### src/rtl/fifo_rd_stream.sv
// Read-side drain engine: pops the FIFO, absorbs its one-cycle read latency in a
// 2-entry buffer and streams words out. Burst framing is built with FIFO_RD_STREAM_LAST_EN.
module fifo_rd_stream #(
    parameter int W_DATA    = 8,
    parameter int BURST_LEN = 4
) (
    input  logic              clk,
    input  logic              rst,
    input  logic              fifo_empty,
    output logic              fifo_pop,
    input  logic [W_DATA-1:0] fifo_data,
    output logic              m_valid,
    input  logic              m_ready,
    output logic [W_DATA-1:0] m_data,
    output logic              m_last,
    output logic [7:0]        beat_cnt
);

    if (BURST_LEN < 2 || BURST_LEN > 256) begin : g_bad_burst_len
        $error("BURST_LEN must be in 2..256");
    end

    logic [1:0]        count_q, count_d;
    logic              inflight_q, inflight_d;
    logic [W_DATA-1:0] head_q, head_d;
    logic [W_DATA-1:0] tail_q, tail_d;
    logic              xfer;
    logic [2:0]        occ;

    assign m_valid = (count_q != 2'd0);
    assign m_data  = head_q;
    assign xfer    = m_valid && m_ready;

    // Occupancy once this cycle's beat leaves and the in-flight word lands.
    assign occ      = {1'b0, count_q} + {2'b00, inflight_q} - {2'b00, xfer};
    assign fifo_pop = !rst && !fifo_empty && (occ < 3'd2);

    always_comb begin
        count_d    = count_q;
        head_d     = head_q;
        tail_d     = tail_q;
        inflight_d = fifo_pop;
        case ({inflight_q, xfer})
            2'b10: begin
                if (count_q == 2'd0) head_d = fifo_data;
                else                 tail_d = fifo_data;
                count_d = count_q + 2'd1;
            end
            2'b01: begin
                head_d  = tail_q;
                count_d = count_q - 2'd1;
            end
            2'b11: begin
                if (count_q == 2'd1) begin
                    head_d = fifo_data;
                end else begin
                    head_d = tail_q;
                    tail_d = fifo_data;
                end
            end
            default: ;
        endcase
    end

    always_ff @(posedge clk or posedge rst) begin
        if (rst) begin
            count_q    <= 2'd0;
            inflight_q <= 1'b0;
            head_q     <= '0;
            tail_q     <= '0;
        end else begin
            count_q    <= count_d;
            inflight_q <= inflight_d;
            head_q     <= head_d;
            tail_q     <= tail_d;
        end
    end

`ifdef FIFO_RD_STREAM_LAST_EN
    typedef enum logic {S_IDLE, S_ACTIVE} state_t;

    localparam logic [7:0] LAST_BEAT = 8'(BURST_LEN - 1);

    state_t     state_q, state_d;
    logic [7:0] beat_q, beat_d;

    always_ff @(posedge clk or posedge rst) begin
        if (rst) begin
            state_q <= S_IDLE;
            beat_q  <= 8'd0;
        end else begin
            state_q <= state_d;
            beat_q  <= beat_d;
        end
    end

    // An empty FIFO holds the burst open; only transferred beats advance it.
    always_comb begin
        state_d = state_q;
        beat_d  = beat_q;
        if (xfer) begin
            if (beat_q == LAST_BEAT) begin
                state_d = S_IDLE;
                beat_d  = 8'd0;
            end else if (state_q == S_IDLE) begin
                state_d = S_ACTIVE;
                beat_d  = 8'd1;
            end else begin
                beat_d  = beat_q + 8'd1;
            end
        end
    end

    always_comb begin
        m_last   = m_valid && (beat_q == LAST_BEAT);
        beat_cnt = beat_q;
    end
`else
    assign m_last   = 1'b0;
    assign beat_cnt = 8'd0;
`endif

endmodule

### config.mk
export PLATFORM = sky130hd
export DESIGN_NAME = fifo_rd_stream
export DESIGN_NICKNAME = d
export VERILOG_FILES = /design/src/rtl/fifo_rd_stream.sv
export SDC_FILE = /design/constraint.sdc
export NUM_CORES = 1
export LEC_CHECK = 0
export BUFFER_PORTS_ARGS = -buffer_cell sky130_fd_sc_hd__buf_2
export CORE_ASPECT_RATIO = 0.6
export CORE_MARGIN = 3
export CORE_UTILIZATION = 45
export CTS_CLUSTER_DIAMETER = 100
export DETAILED_ROUTE_END_ITERATION = 12
export GPL_TIMING_DRIVEN = 0
export PLACE_DENSITY = 0.72
export SYNTH_ARGS = -nofsm -noshare
export SYNTH_HDL_FRONTEND = slang
export SYNTH_SLANG_ARGS = --single-unit
### constraint.sdc
create_clock -name clk -period 3.55 [get_ports clk]
set_input_delay 0.355 -clock clk [delete_from_list [all_inputs] [get_ports clk]]
set_output_delay 0.355 -clock clk [all_outputs]
set_load 0.005 [all_outputs]
==> qor.txt, run 1 <==
Status - finished clean
Max-Slew Margin vs Limit - 0.532
Setup ws final - 0.377 ns
Die area - 2850 um2
Max cap viols - 0
Final #Nets - 132
P_leak - 0.603 nW
CP top delay family - adder cells
Worst skew pair latency - 0.25 ns
Crit path buf inv count - 2
CP Launch Point - count_q[1]
CTS Buf Count - 3
R2R Path Start - count_q[1]
Setup TNS - 0 ns
Synth top area share - 0.474
Drt via density - 4.93
Worst slew pin tran - 0.701 ns
Cells after Synth - 82
Vias in the first global route - 649
Final Cycle Share - 0.894
Synthesized area per cell - 12.2 um2
Peak supply drop - 506 uV
Distinct cells, synth - 25
Largest fanout on the critical path - 7
Setup WS pre-CTS - 0.653 ns
Placed insts - 139
CP Launch Type - flip-flop
Final setup fails - 0
Row cnt - 12
Number of remaining DRC errors - 0
N_diodes - 0
Clock transition at path regs - 0.07 ns
Die width - 66.9 um
H-tree depth - 1
Clock tree buffer depth - 2
Final Hold Fails - 0
Core area - 1970 um2
Post-synthesis async set-or-reset flop share - 1.00
CP Cell Sequence - inv_1 > ha_1 > nand2b_1 > ha_1 > nand2b_1 > fa_1 > xor2_1 > nor4b_1 > buf_2
Starting DRT DRC Count - 43
Leading area contributor after synthesis - dfrtp_1
Initial Util - 0.510
Predominant post-synthesis flop cell - dfrtp_1
F_max - 315 MHz
Port Buffer Count - 21
IO Count - 31
Drt pass-1 iters - 5
Final wirelength - 1900 um
Hold_buf cts - 0
Die height - 42.6 um
# resized after CTS - 0
Count leader, synth - dfrtp_1
Skew final - 0.00466 ns
Gpl congestion - 0.716
Post-synth EDFFs - 0
RSZ-0062 raised after global routing - false
Area of the mapped netlist - 1000 um2
Layout cells sized above 1 - 0.409
Non-Filler Instances - 143
Vias post-DR - 705
Gr usage total - 0.145
Clock sinks - 19
Root buffer cell - clkbuf_8
First-pass GRT wire length - 3070 um
Hold Path Class - in2async
Routed Antenna Nets - 0
Final Max Slew Viols - 0
Area Overhead vs Synth - 21.6%
WP data arrival - 2.82 ns
FF+latch count, synth - 19
Grt ovf - 0
DR WL/cell - 13.3 um
TritonCTS clock tree - built
CP peak stage delay - 0.44 ns
Seq/Total Area, Yosys - 0.474
Pin count of the biggest net entering global routing - 20
Post-synth top cells - dfrtp_1 (19), buf_4 (9), mux2_2 (8)
Levels on crit path - 9
Initial antenna violation count - 0
Top post-synthesis cells by area - dfrtp_1 (47%), mux2_2 (9.0%), a221o_1 (7.0%)
Cell Pwr Density - 846 nW/um2
R2R depth - 8
Post-CTS setup buffers - 0
Ys Warns - 0
Critical path endpoint category - output port
CP Class - reg2out
Hpwl dp - 1450 um
Slowest cell on crit path - dfrtp_1
Fin crit period - 3.17 ns
Data required, critical path - 3.19 ns
-- through the flow --
| step | power [mW] | utilization | instance area, um2 | hold slack [ns] |
|---|---|---|---|---|
| floorplan | 0.741 | - | 1030 | 0.306 |
| global placement | 0.861 | 0.596 | 1170 | 0.479 |
| detailed placement | 0.885 | 0.596 | 1170 | 0.489 |
| CTS | 1.04 | 0.620 | 1220 | 0.251 |
| global route | 1.11 | 0.620 | 1220 | 0.265 |
| finish | 1.03 | 0.620 | 1220 | 0.209 |
-- registers in the layout, summed over array words and instances, names as in the netlist --
| name | cells |
|---|---|
| count_q | 2 |
| tail_q | 8 |
| m_data | 8 |
| inflight_q | 1 |
-- cell families (layout without fill, tap and decap cells) --
| logic type | Yosys count | after routing | share of synthesized area |
|---|---|---|---|
| flip-flops | 19 | 19 | 0.474 |
| XOR/XNOR | 3 | 3 | 0.0262 |
| buffers and inverters | 15 | 40 | 0.0911 |
| AND/OR/NAND/NOR | 17 | 17 | 0.107 |
| AO/OA/AOI/OAI | 14 | 14 | 0.136 |
| other | 1 | 9 | 0.00374 |
| multiplexers | 9 | 9 | 0.104 |
| adder cells (fa/ha/maj) | 4 | 4 | 0.0574 |
-- where the power goes --
part | switching [mW] | total [mW] | leakage, nW | internal (mW)
clock network | 0.0711 | 0.149 | 0.0255 | 0.0780
logic | 0.230 | 0.495 | 0.347 | 0.265
registers | 0.0593 | 0.386 | 0.231 | 0.327
total | 0.360 | 1.03 | 0.603 | 0.670
-- area by class of cell --
cell class,count,area (um2)
Clock inverter,1,5.00
Clock buffer,3,41.3
Sequential cell,19,475
Multi-Input combinational cell,56,465
Fill cell,164,748
Timing Repair Buffer,21,105
Tap cell,28,35.0
Buffer,10,72.6
Inverter,5,18.8
-- worst register-to-register path: stages (launching register included) --
cell and delay (ns):
dfrtp_1 0.44, inv_1 0.09, ha_1 0.28, nand2b_1 0.21, ha_1 0.33, nand2b_1 0.18, fa_1 0.38, xor2_1 0.15
nor4b_1 0.32
-- layout by cell type (no fill, tap or decap) --
cell and instances:
a211o_1 1, a21oi_1 1, a221o_1 7, a221oi_1 1, a31oi_2 1, a31oi_4 1, and2_1 7, and4bb_4 1
buf_2 21, buf_4 9, clkbuf_2 1, clkbuf_8 3, clkinv_2 1, conb_1 9, dfrtp_1 19, fa_1 1
ha_1 3, inv_1 5, mux2_2 8, mux2i_2 1, nand2_1 4, nand2b_1 2, nor2_1 1, nor3b_1 1
nor4b_1 1, o21ai_0 2, xnor2_1 2, xor2_1 1
-- path summary, 6_finish.rpt --
path | slack [ns] | to
min in group clk | 0.27 | inflight_q
hold reg to reg | 0.51 | m_data[7]
max in group asynchronous | 2.89 | m_data[5]
setup / recovery | 0.38 | fifo_pop
hold / removal | 0.21 | inflight_q
setup reg to reg | 1.04 | inflight_q
-- routing by layer --
metal	vias up	global-route usage	wire, um
met4	0	0.0242	8
met1	327	0.199	796
met3	3	0.0509	199
met2	37	0.222	892
met5	-	0	0
li1	338	-	-
Note: power is estimated with default switching activity, not from simulation.
==> inputs of run 2 (changes only) <==
==> config.mk (replaced) <==
export PLATFORM = sky130hd
export DESIGN_NAME = fifo_rd_stream
export DESIGN_NICKNAME = d
export VERILOG_FILES = /design/src/rtl/fifo_rd_stream.sv
export SDC_FILE = /design/constraint.sdc
export NUM_CORES = 1
export LEC_CHECK = 0
export ABC_AREA = 1
export BUFFER_PORTS_ARGS = -buffer_cell sky130_fd_sc_hd__buf_2
export CORE_MARGIN = 3
export CORE_UTILIZATION = 54
export CTS_CLUSTER_DIAMETER = 100
export DETAILED_ROUTE_END_ITERATION = 12
export GPL_TIMING_DRIVEN = 0
export PLACE_DENSITY = 0.83
export SYNTH_ARGS = -nofsm -noshare
export SYNTH_HDL_FRONTEND = slang
export SYNTH_SLANG_ARGS = --single-unit
==> qor.txt, run 2 <==
Status - finished clean
Cell Pwr Density - 765 nW/um2
Cells after Synth - 128
CP Class - reg2out
Final setup fails - 0
WP data arrival - 2.55 ns
Mux cell area share after synthesis - 0
Clock share of power - 0.111
Drt via density - 5.02
Grt met3 use - 0.0386
Data required, critical path - 3.19 ns
Gpl congestion - 0.853
Seq/Total Area, Yosys - 0.444
Max-Slew Margin vs Limit - 0.544
Post-synthesis async set-or-reset flop share - 1.00
H-tree depth - 1
Predominant post-synthesis flop cell - dfrtp_1
FF+latch count, synth - 19
Compound-Gate Fraction of Synth Area - 0.0269
Slowest cell on crit path - fa_1
Initial Util - 0.594
Die area - 2550 um2
Port Buffer Count - 21
Placed insts - 182
Final Hold Fails - 0
CP Cell Sequence - inv_1 > ha_1 > inv_2 > nand2_4 > ha_1 > inv_1 > nand2_1 > fa_1 > nand2_1 > nor2_1 > buf_2
TritonCTS clock tree - built
Synth Area in Simple Gates - 0.354
Ys Warns - 0
CTS Buf Count - 3
Leading area contributor after synthesis - dfrtp_1
Worst slew pin tran - 0.683 ns
Final wirelength - 2060 um
N_diodes - 0
DR WL/cell - 11.1 um
IO Count - 31
Hold_buf cts - 0
First-pass GRT wire length - 3450 um
Grt ovf - 0
Met1 usage - 0.213
Core area - 1800 um2
CP peak stage delay - 0.48 ns
Largest family of logic cells by synthesized area - simple AND/OR/NAND/NOR gates
Post-synth top cells - nand2_1 (36), nand3_1 (32), dfrtp_1 (19)
Crit path buf inv count - 4
Count leader, synth - nand2_1
CP top delay family - adder cells
Setup TNS - 0 ns
Die width - 50.5 um
Int Pwr - 562 uW
Worst skew pair latency - 0.29 ns
Hold Path Class - in2async
Sw Pwr - 404 uW
Top post-synthesis cells by area - dfrtp_1 (44%), nand3_1 (15%), nand2_1 (13%)
Synth Area in XOR/XNOR - 0.0164
Total power - 966 uW
Routed Antenna Nets - 0
RSZ-0062 raised after global routing - false
Distinct cells, synth - 19
Vias post-DR - 933
Reg2reg end - inflight_q
P_leak - 0.702 nW
Top Usage Layer GRT - met2
Final Cycle Share - 0.819
F_max - 344 MHz
Starting DRT DRC Count - 29
Fin crit period - 2.91 ns
Synthesized area per cell - 8.37 um2
Final #Nets - 178
Post-synth EDFFs - 0
Critical path endpoint category - output port
Initial antenna violation count - 0
Synth top area share - 0.444
Sw Share - 0.419
Clock sinks - 19
# resized after CTS - 0
Met2 Usage GRT - 0.309
Most frequent cells in the layout - nand2_1 (36), nand3_1 (32), buf_2 (21)
Sequential share of power - 0.399
Adder-Cell Fraction of Synth Area - 0.0537
Commonest non-fill, non-tap cell in the layout - nand2_1
Drt pass-1 iters - 4
Largest fanout on the critical path - 7
Layout cells sized above 1 - 0.273
Number of remaining DRC errors - 0
Pin count of the biggest net entering global routing - 20
# fillers - 168
Clock tree buffer depth - 2
Peak supply drop - 542 uV
Row cnt - 15
Die height - 50.5 um
Skew final - 0.00317 ns
R2R Setup Slk - 1.35 ns
Gr usage total - 0.176
R2R Path Start - count_q[1]
Post-CTS setup buffers - 0
CP Launch Type - flip-flop
Root buffer cell - clkbuf_4
R2R depth - 10
Final Max Slew Viols - 0
Hpwl dp - 1690 um
Max cap viols - 0
Area of the mapped netlist - 1070 um2
Vias in the first global route - 849
Clock transition at path regs - 0.10 ns
Area Overhead vs Synth - 18.0%
Comb pwr share - 0.490
Non-Filler Instances - 186
[run 2: changes by cell type after synthesis, sizes merged, moves of 2 or more]
cell / before / now
nor2: 1 / 6
a31oi: 2 / 0
a221o: 7 / 0
nand2b: 2 / 0
nand2: 4 / 40
and2: 7 / 0
inv: 5 / 11
nand3: 0 / 32
mux2: 8 / 0
[run 2: cell families after synthesis]
logic type	count (synthesis)
AOI/OAI and AO/OA	3
xor gates and xnor gates	2
adders and majority gates	4
buffers and inverters	20
DFF	19
other	1
and+or+nand+nor	79
[run 2: stage by stage]
| stage | area [um2] | util | hold WS [ns] | setup slack [ns] |
|---|---|---|---|---|
| floorplan | 1100 | - | 0.306 | 1.19 |
| global placement | 1240 | 0.687 | 0.475 | 1.03 |
| detailed placement | 1240 | 0.687 | 0.484 | 0.943 |
| CTS | 1260 | 0.701 | 0.175 | 0.598 |
| global route | 1260 | 0.701 | 0.193 | 0.391 |
| finish | 1260 | 0.701 | 0.153 | 0.643 |
[run 2: layout make-up]
class | instances | area, um2 | share of cell area
plain buffers | 9 | 67.6 | 0.0535
clock buffers | 4 | 26.3 | 0.0208
inverters | 11 | 41.3 | 0.0327
multi-input cells | 97 | 517 | 0.409
flip-flops and latches | 19 | 475 | 0.376
well taps | 25 | 31.3 | 0.0248
repair buffers | 21 | 105 | 0.0832
[run 2: worst max path at each step]
stage	startpoint	to	slack, ns	depth (start not counted)
after global routing	count_q[1]	fifo_pop	0.39	11
after detailed placement	count_q[1]	fifo_pop	0.94	11
final	count_q[1]	fifo_pop	0.64	11
after floorplan	count_q[1]	fifo_pop	1.19	10
after global placement	count_q[1]	fifo_pop	1.03	11
after CTS	count_q[1]	fifo_pop	0.60	11
[run 2: per-layer routing]
layer / vias to the layer above / share of wire
met1: 428 / 0.41
met3: 4 / 0.065
li1: 462 / -
met4: 0 / 0.012
met2: 39 / 0.52
met5: - / 0
[run 2: power by group through the flow]
stage	logic [mW]	registers, mW	clock network (mW)
final	0.473	0.385	0.108
after global routing	0.538	0.399	0.123
after CTS	0.479	0.386	0.113
after detailed placement	0.478	0.391	0
after global placement	0.458	0.382	0
after floorplan	0.345	0.382	0
==> inputs of run 3 (changes only) <==
--- a/config.mk
+++ b/config.mk
@@ -7,12 +7,13 @@
 export LEC_CHECK = 0
 export ABC_AREA = 1
 export BUFFER_PORTS_ARGS = -buffer_cell sky130_fd_sc_hd__buf_2
+export CORE_ASPECT_RATIO = 0.6
 export CORE_MARGIN = 3
-export CORE_UTILIZATION = 54
+export CORE_UTILIZATION = 45
 export CTS_CLUSTER_DIAMETER = 100
 export DETAILED_ROUTE_END_ITERATION = 12
 export GPL_TIMING_DRIVEN = 0
-export PLACE_DENSITY = 0.83
+export PLACE_DENSITY = 0.74
 export SYNTH_ARGS = -nofsm -noshare
 export SYNTH_HDL_FRONTEND = slang
 export SYNTH_SLANG_ARGS = --single-unit
==> constraint.sdc (replaced) <==
create_clock -name clk -period 2.6 [get_ports clk]
set_input_delay 0.26 -clock clk [delete_from_list [all_inputs] [get_ports clk]]
set_output_delay 0.26 -clock clk [all_outputs]
set_load 0.005 [all_outputs]
==> qor.txt, run 3 (synthesized netlist as in run 2, its figures left out) <==
CTS Buf Count - 3
Final Max Slew Viols - 0
Die width - 69.0 um
Max cap viols - 0
CP peak stage delay - 0.50 ns
Met2 Usage GRT - 0.261
Setup ws final - 0.138 ns
Fin crit period - 2.46 ns
Final Hold Fails - 0
Number of remaining DRC errors - 0
CP Launch Type - flip-flop
Setup WS pre-CTS - 0.104 ns
Worst slew pin tran - 0.692 ns
Peak supply drop - 489 uV
Clock sinks - 19
WP data arrival - 2.20 ns
Starting DRT DRC Count - 96
CP Cell Sequence - inv_2 > ha_4 > inv_2 > nand2_4 > ha_4 > inv_1 > nand2_1 > fa_1 > nand2_1 > nor2_2 > buf_2
Root buffer cell - clkbuf_8
Design area - 1350 um2
P_leak - 0.735 nW
Gpl congestion - 0.811
Commonest non-fill, non-tap cell in the layout - nand2_1
Routed Antenna Nets - 0
Drt pass-1 iters - 5
Die area - 3020 um2
Pin count of the biggest net entering global routing - 20
Clock tree buffer depth - 2
F_max - 406 MHz
Grt met3 use - 0.0492
Skew final - 0.00275 ns
Hold Path Class - in2async
Row cnt - 12
N_diodes - 0
Post-place instance area - 1240 um2
First-pass GRT wire length - 3970 um
Core area - 2040 um2
H-tree depth - 1
Placed insts - 185
Drt via density - 4.97
Gr usage total - 0.179
DR WL/cell - 12.8 um
Cell Pwr Density - 1110 nW/um2
Total power - 1.51 mW
Grt ovf - 0
Data required, critical path - 2.34 ns
Die height - 43.8 um
Crit path buf inv count - 4
R2R Path Start - count_q[1]
Top Usage Layer GRT - met2
Final wirelength - 2490 um
Non-Filler Instances - 194
Initial antenna violation count - 0
IO Count - 31
Worst skew pair latency - 0.25 ns
Layout cells sized above 1 - 0.325
Initial Util - 0.525
CP Launch Point - count_q[1]
Slowest cell on crit path - fa_1
CP top delay family - adder cells
Vias post-DR - 964
Area Overhead vs Synth - 26.3%
Port Buffer Count - 21
Largest fanout on the critical path - 4
Max-Slew Margin vs Limit - 0.538
CP Class - reg2out
Clock transition at path regs - 0.07 ns
Vias in the first global route - 898
Hold_buf cts - 0
Hpwl dp - 1820 um
TritonCTS clock tree - built
Final #Nets - 183
Final Cycle Share - 0.947
Status - finished clean
Critical path endpoint category - output port
Met1 usage - 0.252
Most frequent cells in the layout - nand2_1 (36), nand3_1 (32), buf_2 (21)
Final setup fails - 0
Setup TNS - 0 ns
## run 3: changes by cell type in the layout (fill, tap and decap cells not counted), moves of 2 or more
cell,before,now
clkbuf_4,3,0
ha_4,0,2
buf_4,9,14
clkbuf_8,0,3
ha_1,3,1
## run 3: worst reg2reg max path: cells and delay by family, from the launching register on
family        cells  cell delay, ns
buf+inv           3            0.21
simple gates      4            0.33
flops             1            0.41
fa+ha+maj         3            0.88
## run 3: final timing paths
check	slack, ns	end	cells past startpoint
min in group clk	0.22	tail_q[3]	3
setup / recovery	0.14	fifo_pop	11
max in group asynchronous	2.04	m_data[1]	2
hold / removal	0.12	tail_q[7]	2
hold reg to reg	0.49	m_data[6]	2
setup reg to reg	0.70	inflight_q	10
## run 3: layer usage
layer  share of wire  up-vias
li1                -      471
met1            0.43      440
met2            0.45       49
met3            0.10        4
met4           0.014        0
met5               0        -
## run 3: timing repair
action,4_1_cts,5_1_grt
buffers inserted,2,3
gates resized for setup,3,2
pin swaps,0,1
setup endpoints to repair,1,1
## run 3: where the power goes
group / internal, mW / switching (mW) / leakage [nW] / total, mW
registers: 0.435 / 0.0839 / 0.238 / 0.519
clock network: 0.106 / 0.0951 / 0.0255 / 0.201
logic: 0.344 / 0.443 / 0.472 / 0.787
total: 0.886 / 0.622 / 0.735 / 1.51
## run 3: cell type report
class                   count  area (um2)
fillers                   167         689
inverters                  11        41.3
repair buffers             26         143
plain buffers               9        67.6
clock inverters             1        5.00
flip-flops and latches     19         475
well taps                  28        35.0
clock buffers               3        41.3
multi-input cells          97         544
## run 3: metrics by stage
| stage | hold slack, ns | util |
|---|---|---|
| 5_1_grt | 0.187 | 0.662 |
| 2_1_floorplan | 0.211 | - |
| 6_report | 0.117 | 0.662 |
| 3_3_place_gp | 0.412 | 0.608 |
| 3_5_place_dp | 0.413 | 0.608 |
| 4_1_cts | 0.138 | 0.644 |
